### config.mk
export PLATFORM = sky130hd
export DESIGN_NAME = eif_spike_monitor
export DESIGN_NICKNAME = d
export VERILOG_FILES = /design/src/rtl/eif_spike_monitor.sv
export SDC_FILE = /design/constraint.sdc
export NUM_CORES = 1
export LEC_CHECK = 0
export ABC_AREA = 1
export CORE_MARGIN = 2
export CORE_UTILIZATION = 60
export CTS_CLUSTER_SIZE = 40
export DETAILED_ROUTE_END_ITERATION = 8
export PLACE_DENSITY = 0.84
export SLEW_MARGIN = 20
export SYNTH_ARGS = -nofsm -noshare
export SYNTH_HDL_FRONTEND = slang
export SYNTH_SLANG_ARGS = --single-unit
### constraint.sdc
create_clock -name clk -period 4.3 [get_ports clk]
set_clock_uncertainty 0.2 [all_clocks]
set_input_delay 0.645 -clock clk [delete_from_list [all_inputs] [get_ports clk]]
set_output_delay 0.645 -clock clk [all_outputs]
set_load 0.02 [all_outputs]
### src/rtl/eif_spike_monitor.sv
//==============================================================================
// Module : eif_spike_monitor
// Brief  : Spike edge detector, inter-spike interval timer with valid/ready
//          output slot, burst flag and windowed firing-rate counter.
// Rev    : 1.0
//==============================================================================
`default_nettype none

module eif_spike_monitor #(
  parameter int CNT_W     = 16,
  parameter int RATE_W    = 8,
  parameter int WINDOW    = 1000,
  parameter int BURST_THR = 20
) (
  input  logic              clk,
  input  logic              rst_n,
  input  logic              ena,
  input  logic              clr,
  input  logic              spike_in,
  output logic [CNT_W-1:0]  isi_out,
  output logic              isi_valid,
  input  logic              isi_ready,
  output logic              isi_ovf,
  output logic [RATE_W-1:0] rate_out,
  output logic              rate_valid,
  output logic              burst
);

  localparam int                c_WIN_W      = (WINDOW > 1) ? $clog2(WINDOW) : 1;
  localparam int                c_CMP_W      = (CNT_W > 32) ? CNT_W : 32;
  localparam logic [c_WIN_W-1:0] c_WIN_LAST  = c_WIN_W'(WINDOW - 1);
  localparam logic [c_WIN_W-1:0] c_WIN_ONE   = c_WIN_W'(1);
  localparam logic [CNT_W-1:0]  c_CNT_MAX    = {CNT_W{1'b1}};
  localparam logic [CNT_W-1:0]  c_CNT_ONE    = CNT_W'(1);
  localparam logic [RATE_W-1:0] c_RATE_MAX   = {RATE_W{1'b1}};
  localparam logic [RATE_W-1:0] c_RATE_ONE   = RATE_W'(1);
  localparam logic [c_CMP_W-1:0] c_BURST_THR = c_CMP_W'(BURST_THR);

  localparam logic [0:0] c_IDLE   = 1'b0;
  localparam logic [0:0] c_TIMING = 1'b1;

  logic [0:0]         r_state;
  logic               r_spike_q;
  logic [CNT_W-1:0]   r_isi_cnt;
  logic [c_WIN_W-1:0] r_win_cnt;
  logic [RATE_W-1:0]  r_spk_cnt;
  logic [CNT_W-1:0]   r_isi_out;
  logic               r_isi_valid;
  logic               r_isi_ovf;
  logic [RATE_W-1:0]  r_rate_out;
  logic               r_rate_valid;
  logic               r_burst;

  logic               w_edge;
  logic               w_run;
  logic               w_capture;
  logic               w_slot_free;
  logic               w_win_end;
  logic               w_is_burst;
  logic [CNT_W-1:0]   w_isi_next;
  logic [RATE_W-1:0]  w_spk_next;

  assign w_edge      = spike_in & ~r_spike_q;
  assign w_run       = ena & ~clr;
  assign w_capture   = w_run & w_edge & (r_state == c_TIMING);
  assign w_slot_free = ~r_isi_valid | isi_ready;
  assign w_win_end   = (r_win_cnt == c_WIN_LAST);
  assign w_is_burst  = (c_CMP_W'(r_isi_cnt) < c_BURST_THR);
  assign w_isi_next  = (r_isi_cnt == c_CNT_MAX) ? r_isi_cnt : r_isi_cnt + c_CNT_ONE;
  assign w_spk_next  = (w_edge && (r_spk_cnt != c_RATE_MAX)) ? r_spk_cnt + c_RATE_ONE
                                                              : r_spk_cnt;

  // Edge history register
  always_ff @(posedge clk or negedge rst_n) begin
    if (!rst_n) begin
      r_spike_q <= 1'b0;
    end else if (ena) begin
      r_spike_q <= clr ? 1'b0 : spike_in;
    end
  end

  // Interval FSM: the counter holds the cycle distance since the last edge
  always_ff @(posedge clk or negedge rst_n) begin
    if (!rst_n) begin
      r_state   <= c_IDLE;
      r_isi_cnt <= '0;
    end else if (ena) begin
      if (clr) begin
        r_state   <= c_IDLE;
        r_isi_cnt <= '0;
      end else if (r_state == c_IDLE) begin
        if (w_edge) begin
          r_state   <= c_TIMING;
          r_isi_cnt <= c_CNT_ONE;
        end
      end else if (w_edge) begin
        r_isi_cnt <= c_CNT_ONE;
      end else begin
        r_isi_cnt <= w_isi_next;
      end
    end
  end

  // Output slot; the handshake keeps draining even while disabled
  always_ff @(posedge clk or negedge rst_n) begin
    if (!rst_n) begin
      r_isi_out   <= '0;
      r_isi_valid <= 1'b0;
      r_isi_ovf   <= 1'b0;
      r_burst     <= 1'b0;
    end else if (ena && clr) begin
      r_isi_valid <= 1'b0;
      r_isi_ovf   <= 1'b0;
    end else begin
      if (r_isi_valid && isi_ready) begin
        r_isi_valid <= 1'b0;
      end
      if (w_capture) begin
        if (w_slot_free) begin
          r_isi_out   <= r_isi_cnt;
          r_isi_valid <= 1'b1;
          r_burst     <= w_is_burst;
        end else begin
          r_isi_ovf   <= 1'b1;
        end
      end
    end
  end

  // Rate window; the final-cycle edge is folded into the reported count
  always_ff @(posedge clk or negedge rst_n) begin
    if (!rst_n) begin
      r_win_cnt    <= '0;
      r_spk_cnt    <= '0;
      r_rate_out   <= '0;
      r_rate_valid <= 1'b0;
    end else if (ena) begin
      if (clr) begin
        r_win_cnt    <= '0;
        r_spk_cnt    <= '0;
        r_rate_valid <= 1'b0;
      end else if (w_win_end) begin
        r_win_cnt    <= '0;
        r_spk_cnt    <= '0;
        r_rate_out   <= w_spk_next;
        r_rate_valid <= 1'b1;
      end else begin
        r_win_cnt    <= r_win_cnt + c_WIN_ONE;
        r_spk_cnt    <= w_spk_next;
        r_rate_valid <= 1'b0;
      end
    end
  end

  assign isi_out    = r_isi_out;
  assign isi_valid  = r_isi_valid;
  assign isi_ovf    = r_isi_ovf;
  assign rate_out   = r_rate_out;
  assign rate_valid = r_rate_valid;
  assign burst      = r_burst;

endmodule

`default_nettype wire
==> results.rst <==
.. list-table::
   :header-rows: 1

   * - Metric
     - Value
   * - Aggregate negative setup slack
     - 0 ns
   * - Width of the chip
     - 78.6 um
   * - Synthesized area divided by synthesized cell count
     - 7.65 sq um
   * - Final count of negative-setup-slack endpoints
     - 0
   * - Most common cell in the netlist
     - nand2_1
   * - TritonCTS clock tree
     - yes
   * - Average via count per standard cell
     - 5.40
   * - Crit path cell chain
     - clkdlybuf4s50_1 > nand2_1 > inv_1 > nor2_1 > nand3_2 > nand3_2 > inv_2 > nand2_1 > o21ai_2
   * - WL per Instance
     - 13.0 um
   * - Depth of the worst register-to-register path
     - 9
   * - Syn Inst Count
     - 437
   * - Port bufs
     - 33
   * - Outcome
     - finished clean
   * - Number of H-tree levels
     - 3
   * - Core area
     - 5440 sq um
   * - Leakage power total
     - 0.00185 uW
   * - Clock-pin slew on the worst setup and hold paths
     - 0.07 ns
   * - Worst hold path type
     - primary input to async pin
   * - CP Depth
     - 9
   * - Number of buffers added by the clock tree synthesis step
     - 9
   * - Worst-case vdd ir drop
     - 0.000215 V
   * - Number of design-rule violations left by the first detailed-router iteration
     - 237
   * - Dpl ws
     - 1.19 ns
   * - Most used flip-flop cell after synthesis
     - dfrtp_1
   * - Delay of the slowest cell on the worst path
     - 0.49 ns
   * - Final Max Tran Viols
     - 0
   * - First-pass iteration count of the detailed router
     - 6
   * - Fillcell total
     - 441
   * - Number of primary I/O pins
     - 34
   * - Die area
     - 6180 sq um
   * - Clock Latency Late Sink
     - 0.34 ns
   * - Smallest hold slack
     - 0.240 ns
   * - CP Capture Type
     - flop
   * - Rel. slew slack
     - 37.3%
   * - Post-synth net total
     - 446
   * - Post-layout min period
     - 2.65 ns
   * - Root Buffer
     - clkbuf_8
   * - Number of nets in the layout
     - 481
   * - Routability cong.
     - 0.874
   * - Pin count of the biggest net entering global routing
     - 45
   * - Diodes inserted
     - 0
   * - Setup repair after global routing missed its margin
     - false
   * - # rows
     - 27
   * - Die Y-Extent
     - 78.6 um
   * - Initial core utilization
     - 61.4%
   * - Unique cell type count in the Yosys netlist
     - 31
   * - Startpoint-to-endpoint class of the critical path
     - primary input to flop
   * - Cells resized by post-CTS repair
     - 0
   * - Slowest-stage cell, CP
     - clkdlybuf4s50_1
   * - Maximum number of buffers from clock root to sink
     - 2
   * - Critical-path maximum fanout
     - 16
   * - Post-CTS Repair Setup Buffers
     - 0
   * - Initial antenna violation count
     - 0
   * - Share of the synthesized area in the top cell type
     - 47.9%
   * - Number of warnings issued by yosys
     - 0
   * - Dominant delay contributor by cell family on the critical path
     - buffers and inverters
   * - Async S/R FF share, synth
     - 100%
   * - Number of clock sinks
     - 64
   * - Crit start category
     - primary input
   * - Number of synthesized flops with an enable pin
     - 0
   * - Synthesized flop and latch total
     - 64
   * - Number of antenna-violating nets in the routed design
     - 0
   * - Via count of the first global-routing pass
     - 2947
   * - Area Overhead vs Synth
     - 16.2%
   * - Wire length of the first global-routing pass
     - 12.7 mm
   * - Hold violation count in the final report
     - 0
   * - Bufs and invs on worst path
     - 3
   * - Sum of overflow across all layers after global routing
     - 0
   * - Arrival time of data at the critical path endpoint
     - 2.72 ns
   * - Most area-consuming cells after synthesis
     - dfrtp_1 (48%), nand2_1 (16%), inv_1 (4.9%)
   * - Fin worst setup slack
     - 1.65 ns
   * - Least-Margin Pin Slew
     - 0.941 ns
   * - Residual DRC count
     - 0
   * - Hold Buf Count CTS
     - 0
   * - Cell area after synthesis
     - 3340 sq um
   * - Cell taking the most area after synthesis
     - dfrtp_1
   * - WP data required
     - 4.37 ns
   * - Ratio of total power to cell area
     - 320 nW/um^2
   * - Sequential share of the synthesized area
     - 47.9%
   * - Period utilisation layout
     - 61.7%
   * - Vias
     - 2961
   * - Overall routing resource usage
     - 26.2%
   * - Most frequent cells after synthesis
     - nand2_1 (144), dfrtp_1 (64), inv_1 (44)
   * - Number of max-cap violations
     - 0
   * - Share of cells above drive strength 1
     - 8.19%
   * - Sum of net half-perimeters after detailed placement
     - 5.06 mm
   * - Max Clock Freq
     - 0.377 GHz
   * - Total Routed Length
     - 7.14 mm
sequential cells by signal, summed over array words and instances, names as in the netlist, 8 cells and up:
name       flops
isi_out       16
r_isi_cnt     16
r_spk_cnt      8
r_win_cnt     10
rate_out       8
worst paths after layout:
| check | startpoint | to | slack (ns) |
|---|---|---|---|
| worst max-delay path | spike_in | r_isi_cnt[4]$_DFFE_PN0P_ | 1.65 |
| worst max register to register | r_spike_q$_DFFE_PN0P_ | r_isi_cnt[4]$_DFFE_PN0P_ | 2.04 |
| min in group clk | rate_out[4]$_DFFE_PN0P_ | rate_out[4]$_DFFE_PN0P_ | 0.28 |
| worst min-delay path | rst_n | isi_out[14]$_DFFE_PN0P_ | 0.24 |
| worst min register to register | rate_out[4]$_DFFE_PN0P_ | rate_out[4]$_DFFE_PN0P_ | 0.28 |
| max in group asynchronous | rst_n | rate_out[1]$_DFFE_PN0P_ | 2.83 |
where the power goes:
| part | total [uW] | internal, uW | switching (uW) |
|---|---|---|---|
| logic | 137 | 47.9 | 88.7 |
| clock network | 458 | 233 | 225 |
| registers | 647 | 628 | 19.2 |
logic make-up after synthesis:
group | after synthesis | synth area share [%]
compound gates | 55 | 9.21
flops | 64 | 47.9
fa+ha+maj | 3 | 1.12
xor+xnor | 8 | 2.10
buf+inv | 60 | 7.41
simple gates | 247 | 32.2
layer usage:
layer	global-route usage, %	up-vias	part of all wire (%)	wire length, um
met3	4.71	22	5.0	360
met4	11.9	0	2.5	182
met2	44.3	88	47	3390
li1	-	1481	-	-
met5	0	-	0	0
met1	32.6	1370	45	3210
through the flow:
stage | power [uW] | cell area, sq um | util, % | cells
2_1_floorplan | 739 | 3340 | - | 437
3_3_place_gp | 791 | 3700 | 68.1 | 533
3_5_place_dp | 795 | 3700 | 68.1 | 533
4_1_cts | 1250 | 3880 | 71.3 | 548
5_1_grt | 1300 | 3880 | 71.4 | 548
6_report | 1240 | 3880 | 71.4 | 548
layout make-up:
| class | count | area [sq um] | area share, % |
|---|---|---|---|
| clock buffer | 11 | 151 | 3.90 |
| inverter | 50 | 188 | 4.83 |
| multi-input combinational | 313 | 1500 | 38.6 |
| tap | 72 | 90.1 | 2.32 |
| timing repair buffer | 34 | 333 | 8.57 |
| clock inverter | 4 | 20.0 | 0.515 |
| sequential | 64 | 1600 | 41.2 |
placed cells by master (no fill, tap or decap), drive strengths merged:
| master | n |
|---|---|
| a31oi | 1 |
| xor2 | 8 |
| nand4 | 11 |
| a22o | 1 |
| o21ai | 44 |
| clkinv | 5 |
| a21oi | 8 |
| nor3 | 13 |
| nor2 | 40 |
| clkdlybuf4s50 | 32 |
| dfrtp | 64 |
| ha | 3 |
| o22ai | 1 |
| inv | 49 |
| nand3 | 31 |
| nand2 | 146 |
| nand3b | 3 |
| buf | 2 |
| or2 | 1 |
| nor4 | 2 |
| clkbuf | 11 |
worst register-to-register path, stage by stage (launching register included):
cell     delay, ns
dfrtp_1       0.36
inv_1         0.06
nand2_1       0.27
inv_1         0.28
nor2_1        0.08
nand3_2       0.12
nand3_2       0.28
inv_2         0.36
nand2_1       0.11
o21ai_2       0.06
No activity file was read; power rests on OpenSTA's default activity.
